### src/rtl/shared_reg_arbiter.sv
// shared_reg_arbiter: one WIDTH-bit register shared by NREQ requesters through a
// round-robin IDLE/ACCESS FSM. Define LOCK_EN to add the lock port and owner locking.
module shared_reg_arbiter #(
  parameter  int WIDTH    = 8,
  parameter  int NREQ     = 4,
  parameter  int MAX_LOCK = 4,
  localparam int IDW      = $clog2(NREQ)
) (
  input  logic                  clk,
  input  logic                  rst,
  input  logic [NREQ-1:0]       req,
  input  logic [NREQ-1:0]       wr,
  input  logic [NREQ*WIDTH-1:0] wdata,
`ifdef LOCK_EN
  input  logic [NREQ-1:0]       lock,
`endif
  output logic [NREQ-1:0]       gnt,
  output logic [NREQ-1:0]       ack,
  output logic [WIDTH-1:0]      rdata,
  output logic                  rvalid,
  output logic                  busy,
  output logic [IDW-1:0]        owner
);

  typedef enum logic {IDLE, ACCESS} state_t;

  state_t            state_reg,   state_next;
  logic [IDW-1:0]    ptr_reg,     ptr_next;
  logic [IDW-1:0]    owner_reg,   owner_next;
  logic [NREQ-1:0]   gnt_reg,     gnt_next;
  logic [NREQ-1:0]   ack_reg,     ack_next;
  logic [WIDTH-1:0]  rdata_reg,   rdata_next;
  logic              rvalid_reg,  rvalid_next;
  logic              busy_reg,    busy_next;
  logic [WIDTH-1:0]  storage_reg, storage_next;

  logic [WIDTH-1:0]  lane [NREQ];
  logic [NREQ-1:0]   eligible;
  logic              pick_found;
  logic [IDW-1:0]    pick_idx;
  logic              relock;
  logic              do_grant;
  logic [IDW-1:0]    grant_idx;

  if (NREQ < 2 || MAX_LOCK < 1) begin : g_param_check
    $error("shared_reg_arbiter: NREQ must be >= 2 and MAX_LOCK >= 1");
  end

  for (genvar gi = 0; gi < NREQ; gi++) begin : g_lane
    assign lane[gi] = wdata[gi*WIDTH +: WIDTH];
  end

  // The requester acked on the previous access is masked so it cannot win twice in a row.
  assign eligible = req & ~ack_reg;

  always_comb begin
    pick_found = 1'b0;
    pick_idx   = '0;
    for (int k = 1; k <= NREQ; k++) begin
      if (!pick_found && eligible[(int'(ptr_reg) + k) % NREQ]) begin
        pick_found = 1'b1;
        pick_idx   = IDW'((int'(ptr_reg) + k) % NREQ);
      end
    end
  end

`ifdef LOCK_EN
  localparam int LCW = $clog2(MAX_LOCK) + 1;
  logic [LCW-1:0] lock_cnt_reg;
  logic           lock_hold_reg;

  always_ff @(posedge clk) begin
    if (!rst) begin
      lock_cnt_reg  <= '0;
      lock_hold_reg <= 1'b0;
    end else if (state_reg == ACCESS) begin
      if (lock[owner_reg] && (lock_cnt_reg < LCW'(MAX_LOCK - 1))) begin
        lock_hold_reg <= 1'b1;
        lock_cnt_reg  <= lock_cnt_reg + 1'b1;
      end else begin
        lock_hold_reg <= 1'b0;
        lock_cnt_reg  <= '0;
      end
    end else begin
      lock_hold_reg <= 1'b0;
    end
  end

  assign relock = lock_hold_reg && req[owner_reg];
`else
  assign relock = 1'b0;
`endif

  assign do_grant  = relock || pick_found;
  assign grant_idx = relock ? owner_reg : pick_idx;

  always_comb begin
    state_next   = state_reg;
    ptr_next     = ptr_reg;
    owner_next   = owner_reg;
    gnt_next     = gnt_reg;
    ack_next     = ack_reg;
    rdata_next   = rdata_reg;
    rvalid_next  = rvalid_reg;
    busy_next    = busy_reg;
    storage_next = storage_reg;
    unique case (state_reg)
      IDLE: begin
        ack_next    = '0;
        rvalid_next = 1'b0;
        if (do_grant) begin
          owner_next = grant_idx;
          gnt_next   = NREQ'(1) << grant_idx;
          busy_next  = 1'b1;
          state_next = ACCESS;
        end
      end
      ACCESS: begin
        // Commits regardless of req[owner] during this cycle.
        if (wr[owner_reg]) begin
          storage_next = lane[owner_reg];
        end else begin
          rdata_next  = storage_reg;
          rvalid_next = 1'b1;
        end
        ack_next   = NREQ'(1) << owner_reg;
        gnt_next   = '0;
        busy_next  = 1'b0;
        ptr_next   = owner_reg;
        state_next = IDLE;
      end
      default: state_next = IDLE;
    endcase
  end

  always_ff @(posedge clk) begin
    if (!rst) begin
      state_reg   <= IDLE;
      ptr_reg     <= IDW'(NREQ - 1);
      owner_reg   <= '0;
      gnt_reg     <= '0;
      ack_reg     <= '0;
      rdata_reg   <= '0;
      rvalid_reg  <= 1'b0;
      busy_reg    <= 1'b0;
      storage_reg <= '0;
    end else begin
      state_reg   <= state_next;
      ptr_reg     <= ptr_next;
      owner_reg   <= owner_next;
      gnt_reg     <= gnt_next;
      ack_reg     <= ack_next;
      rdata_reg   <= rdata_next;
      rvalid_reg  <= rvalid_next;
      busy_reg    <= busy_next;
      storage_reg <= storage_next;
    end
  end

  assign gnt    = gnt_reg;
  assign ack    = ack_reg;
  assign rdata  = rdata_reg;
  assign rvalid = rvalid_reg;
  assign busy   = busy_reg;
  assign owner  = owner_reg;

endmodule

### config.mk
export PLATFORM = sky130hd
export DESIGN_NAME = shared_reg_arbiter
export DESIGN_NICKNAME = d
export VERILOG_FILES = /design/src/rtl/shared_reg_arbiter.sv
export SDC_FILE = /design/constraint.sdc
export NUM_CORES = 1
export LEC_CHECK = 0
export ABC_AREA = 1
export ABC_CLOCK_PERIOD_IN_PS = 3140
export BUFFER_PORTS_ARGS = -buffer_cell sky130_fd_sc_hd__buf_4
export CORE_MARGIN = 5
export CORE_UTILIZATION = 45
export DETAILED_ROUTE_END_ITERATION = 10
export PLACE_DENSITY_LB_ADDON = 0.05
export SLEW_MARGIN = 15
export SYNTH_ARGS = -nofsm -noshare
export SYNTH_HDL_FRONTEND = slang
export SYNTH_SLANG_ARGS = --single-unit
### constraint.sdc
create_clock -name clk -period 3.14 [get_ports clk]
set_input_delay 0.157 -clock clk [delete_from_list [all_inputs] [get_ports clk]]
set_output_delay 0.157 -clock clk [all_outputs]
set_load 0.01 [all_outputs]
* After elaboration in Yosys (flattened, before gate mapping) *
Index checks and enable logic that the tools add are counted.

cells by class
  equal/unequal tests = 2
  $lt $le $gt $ge = 6
  add/subtract/negate cells = 4
  reduce and logical (&&, ||, !) cells = 13
  bitwise gates (word level) = 9
  mux-type cells = 34
  shift operators = 2

operators by type and width
  kind                   number
  $bmux W8 S2            1
  $lt A3 B4 Y1 const B   4
  $mux W1                16
  $mux W8                2
  $pmux W4 S2            2
  $bmux W1 S2            5
  $mux W2                4
  $reduce_or A2 Y1       4
  $shl A1 B2 Y4 const A  2
  $pmux W1 S2            3
  $reduce_and A2 Y1      3
  $add A2 B1 Y2 const B  2
  $add A2 B2 Y2 const B  2
  $and A1 B1 Y1 const A  4
  $and A4 B4 Y4          1
  $mux W4                1
  $ne A2 B2 Y1 const B   2
  $not A4 Y4             1
  $ge A3 B3 Y1 const B   1
  $logic_and A1 B1 Y1    3
  $logic_not A1 Y1       3
  $lt A2 B3 Y1 const B   1
  $not A2 Y3             1
  $not A1 Y1             2

storage, ports and cells
  register bits = 31
  output and inout bits = 20

* Longest topological paths before layout *
  depth in word-level cells = 19
  gate-level depth with buffers = 13

* Worst setup path after synthesis *
OpenSTA, ideal clock, no wires.

  path type = register -> register
  start point = register owner_reg[1] (netlist: owner[1])
  end point = register storage_reg[4]
  data arrival time = 1.391 ns
  clock period less this slack = 1.506 ns
  setup slack = 1.634 ns
  stages on the path, launching flop included = 9
  required time = 3.025 ns
  library setup time = 0.115 ns
  path through = dfxtp_1 -> buf_6 -> o21ai_1 -> o22a_1 -> or2_1 -> buf_6 -> buf_6 -> o21ai_2 -> a21oi_2

on the way
  word-level cells in the longest chain between the ends = 4
  elaborated cells on any way between the ends = 7
  classes of those cells = mux (5); bitwise (1); reduce/logical (1)

ends and longest elaborated chain
  what                                        RTL line  text
  from (decl)                                 29        logic [IDW-1:0] owner_reg, owner_next;
  from (signal assigned)                      150       owner_reg <= owner_next;
  $not A2 Y3 (not written as such)            121       storage_next = lane[owner_reg];
  $bmux W8 S2                                 121
  $mux W8 (not written as such) (2 in a row)  121
  to (signal assigned)                        156       storage_reg <= storage_next;
  to (decl)                                   35        logic [WIDTH-1:0] storage_reg, storage_next;

Several ways; a longest one is shown, not always the timed one. The select of a mux whose other input is x is not followed.
A chain may end at the register's enable or synchronous reset.

* Worst setup path in the final report *
  start point = register owner_reg[0] (netlist: owner[0])
  end point = register storage_reg[2]

The elaborated chain is that of the path after synthesis.

==> summary.txt <==
Status
  • Status: complete, no violations

Setup path
  • Most used cell, CP: o21ai_0
  • Crit Path Max Fanout: 22
  • Critical Path RT: 3.28 ns
  • Cell Chain, Critical Path: buf_4 -> inv_1 -> o21ai_0 -> o22a_1 -> or2_1 -> o21ai_0 -> a21oi_1
  • Kind of critical path: flop to flop
  • Crit start category: flop
  • Largest stage delay on the critical path: 0.45 ns
  • Worst Setup End Kind: flop
  • Worst path top cell family by delay: compound AO/OA/AOI/OAI gates
  • Critical path buffers and inverters: 2
  • Crit path max-delay cell type: inv_1
  • CP Data Arrival Time: 2.30 ns

Pwr
  • Sw Pwr: 0.0006086 W
  • Seq pwr share: 35.1%
  • Leakage: 1.016 nW
  • Combinational power share: 44.9%
  • PD cells: 702.4 nW/um^2
  • Clock share of power: 20.0%
  • Pwr Total: 0.001528 W
  • Internal: 0.0009197 W
  • Switching share of power: 39.82%
  • Max IR drop VDD: 0.3049 mV

Final layout
  • Layout cells sized above 1: 30.24%
  • Layout area overhead: 32.24%
  • FILL cells: 377
  • Non-filler instance count after layout: 339
  • FF+latch area: 620.6 sq um
  • # diodes: 0
  • Final-stage net count: 333
  • Fin area: 2176 sq um
  • Multi-input logic area: 824.5 sq um

STA
  • Setup Skew: 0.004820 ns
  • Slew headroom: 61.71%
  • Final worst-path cycle share: 68.71%
  • Worst-Margin Slew: 0.5737 ns
  • Total Negative Setup Slacks: 0 ns
  • Final hold vios: 0
  • Fmax: 0.4635 GHz
  • Setup Viol. Count Final: 0
  • RSZ-0062 raised after global routing: no
  • Slew Viols, Final: 0
  • Clock period minus worst slack: 2.158 ns

Yosys
  • Syn nets: 275
  • Predominant post-synthesis flop cell: dfxtp_1
  • Top post-synthesis cells by count: nor2_1 (32), o21ai_0 (32), dfxtp_1 (31)
  • Cell accounting for the most synthesized area: dfxtp_1
  • Avg Cell Area, Syn: 7.061 sq um
  • Largest family of logic cells by synthesized area: simple AND/OR/NAND/NOR gates
  • Area contributors post-synth: dfxtp_1 (38%), o21ai_0 (9.7%), nor2_1 (7.3%), inv_1 (6.2%), a21oi_1 (6.1%)
  • Yosys warns: 0
  • Cells after Synth: 233
  • EDFF count, synth: 0
  • XOR/XNOR share of the synthesized area: 0%
  • Synth Area in Compound Gates: 23.57%
  • Post-synthesis mux area share: 0%
  • Post-Synth Adder-Cell Area: 0%
  • Register area share after synthesis: 37.72%
  • Post-Synth Simple-Gate Area: 26.54%
  • Synth cell types: 29
  • Yosys reg bits: 31
  • Mapped cell area: 1645 sq um
  • Synth top area share: 37.72%
  • FFs w/ async S/R, synth: 0%

Die
  • Starting Density: 45.63%
  • Io pins: 62
  • Row count: 22
  • Chip width: 70.47 microns
  • Die area: 4965 sq um
  • Die height: 70.47 microns
  • Core Region: 3606 sq um

Routing
  • Drt pass-1 iters: 4
  • Routed WL: 4070 microns
  • Vias per inst: 4.962
  • DR iter-0 viols: 63
  • DRC Markers: 0
  • Via count: 1682
  • WL per Instance: 12.01 microns
  • Routed Antenna Nets: 0

Placement
  • HPWL Detailed: 3205 microns
  • Dpl cells: 332
  • Post-Place Cell Area: 2088 sq um
  • Port bufs: 61
  • Routability cong.: 0.8128

Clock network
  • Clock buffer depth: 2
  • PostCTS Resize Cnt: 0
  • H-tree level count: 2
  • Worst-path clk slew: 0.06 ns
  • CTS tree: done
  • CTS buffer count: 5
  • Post-CTS Setup Repair Bufs: 0
  • Cts hold-fix bufs: 0
  • Worst-Skew Late Latency: 0.27 ns
  • CTS root buf: clkbuf_8
  • CTS sink cnt: 31

Flow run
  • Max cap viols: 0

Global routing
  • Overflow after GRT: 0
  • First-pass GRT wire length: 6886 microns
  • Number of global-route vias before repair: 1612
  • Largest net degree at the start of global routing: 23
  • Total track usage: 17.05%
  • Initial antenna violation count: 0

Hold path
  • Min-Delay Path Class: primary input to flop
## metal layers
| layer | up-vias | track usage (%) | part of all wire [%] |
|---|---|---|---|
| met1 | 735 | 21.28 | 45 |
| met5 | - | 0 | 0 |
| met3 | 5 | 5.036 | 7.3 |
| li1 | 886 | - | - |
| met4 | 0 | 3.830 | 0.71 |
| met2 | 56 | 28.79 | 47 |
## layout by cell type (no fill, tap or decap), types with 6 or more instances in the layout
cell type  count
clkbuf_8       6
buf_4         62
dfxtp_1       31
inv_1         27
nand2_1       24
o21ai_0       32
nand2_2        6
nand3_1       18
a21oi_1       20
nor2_1        32
o22ai_1        8
## cells by family (layout without fill, tap and decap cells)
family	after synthesis	in the layout
simple gates	91	91
flops	31	31
buf+inv	41	99
compound gates	70	70
## final cells by class
class,instances,share of cell area [%]
Clock buffer,6,3.795
Clock inverter,1,0.2300
Inverter,30,5.405
Multi-Input combinational cell,161,37.90
Sequential cell,31,28.52
Tap cell,48,2.760
Timing Repair Buffer,62,21.39
## per-stage QoR
step	hold slack [ns]	worst slack, ns	util (%)
floorplan	0.2954	1.634	-
global placement	0.4437	1.074	57.91
detailed placement	0.4467	1.007	57.91
CTS	0.1922	0.9798	60.34
global route	0.1947	0.7497	60.34
finish	0.2068	0.9825	60.34
## worst reg2reg max path, stage by stage (launching register included)
cell and delay, ns:
dfxtp_1 0.30, buf_4 0.19, inv_1 0.45, o21ai_0 0.15, o22a_1 0.21, or2_1 0.42, o21ai_0 0.25, a21oi_1 0.05
## power by group through the flow
stage / sequential [W] / combinational [W] / clock (W)
after floorplan: 0.000554 / 0.000491 / 0
after global placement: 0.000545 / 0.000682 / 0
after detailed placement: 0.000546 / 0.000691 / 0
after global routing: 0.000549 / 0.000781 / 0.000338
final: 0.000537 / 0.000687 / 0.000305
after CTS: 0.000538 / 0.000694 / 0.000315
## final timing paths
path	to	cells after the start	startpoint	slack, ns
setup / recovery	storage_reg[2]	7	owner[0]	0.98
hold / removal	storage_reg[4]	3	rst	0.21
setup reg to reg	storage_reg[2]	7	owner[0]	0.98
hold reg to reg	rdata[3]	2	storage_reg[3]	0.45
(Power assumes the default switching activity.)
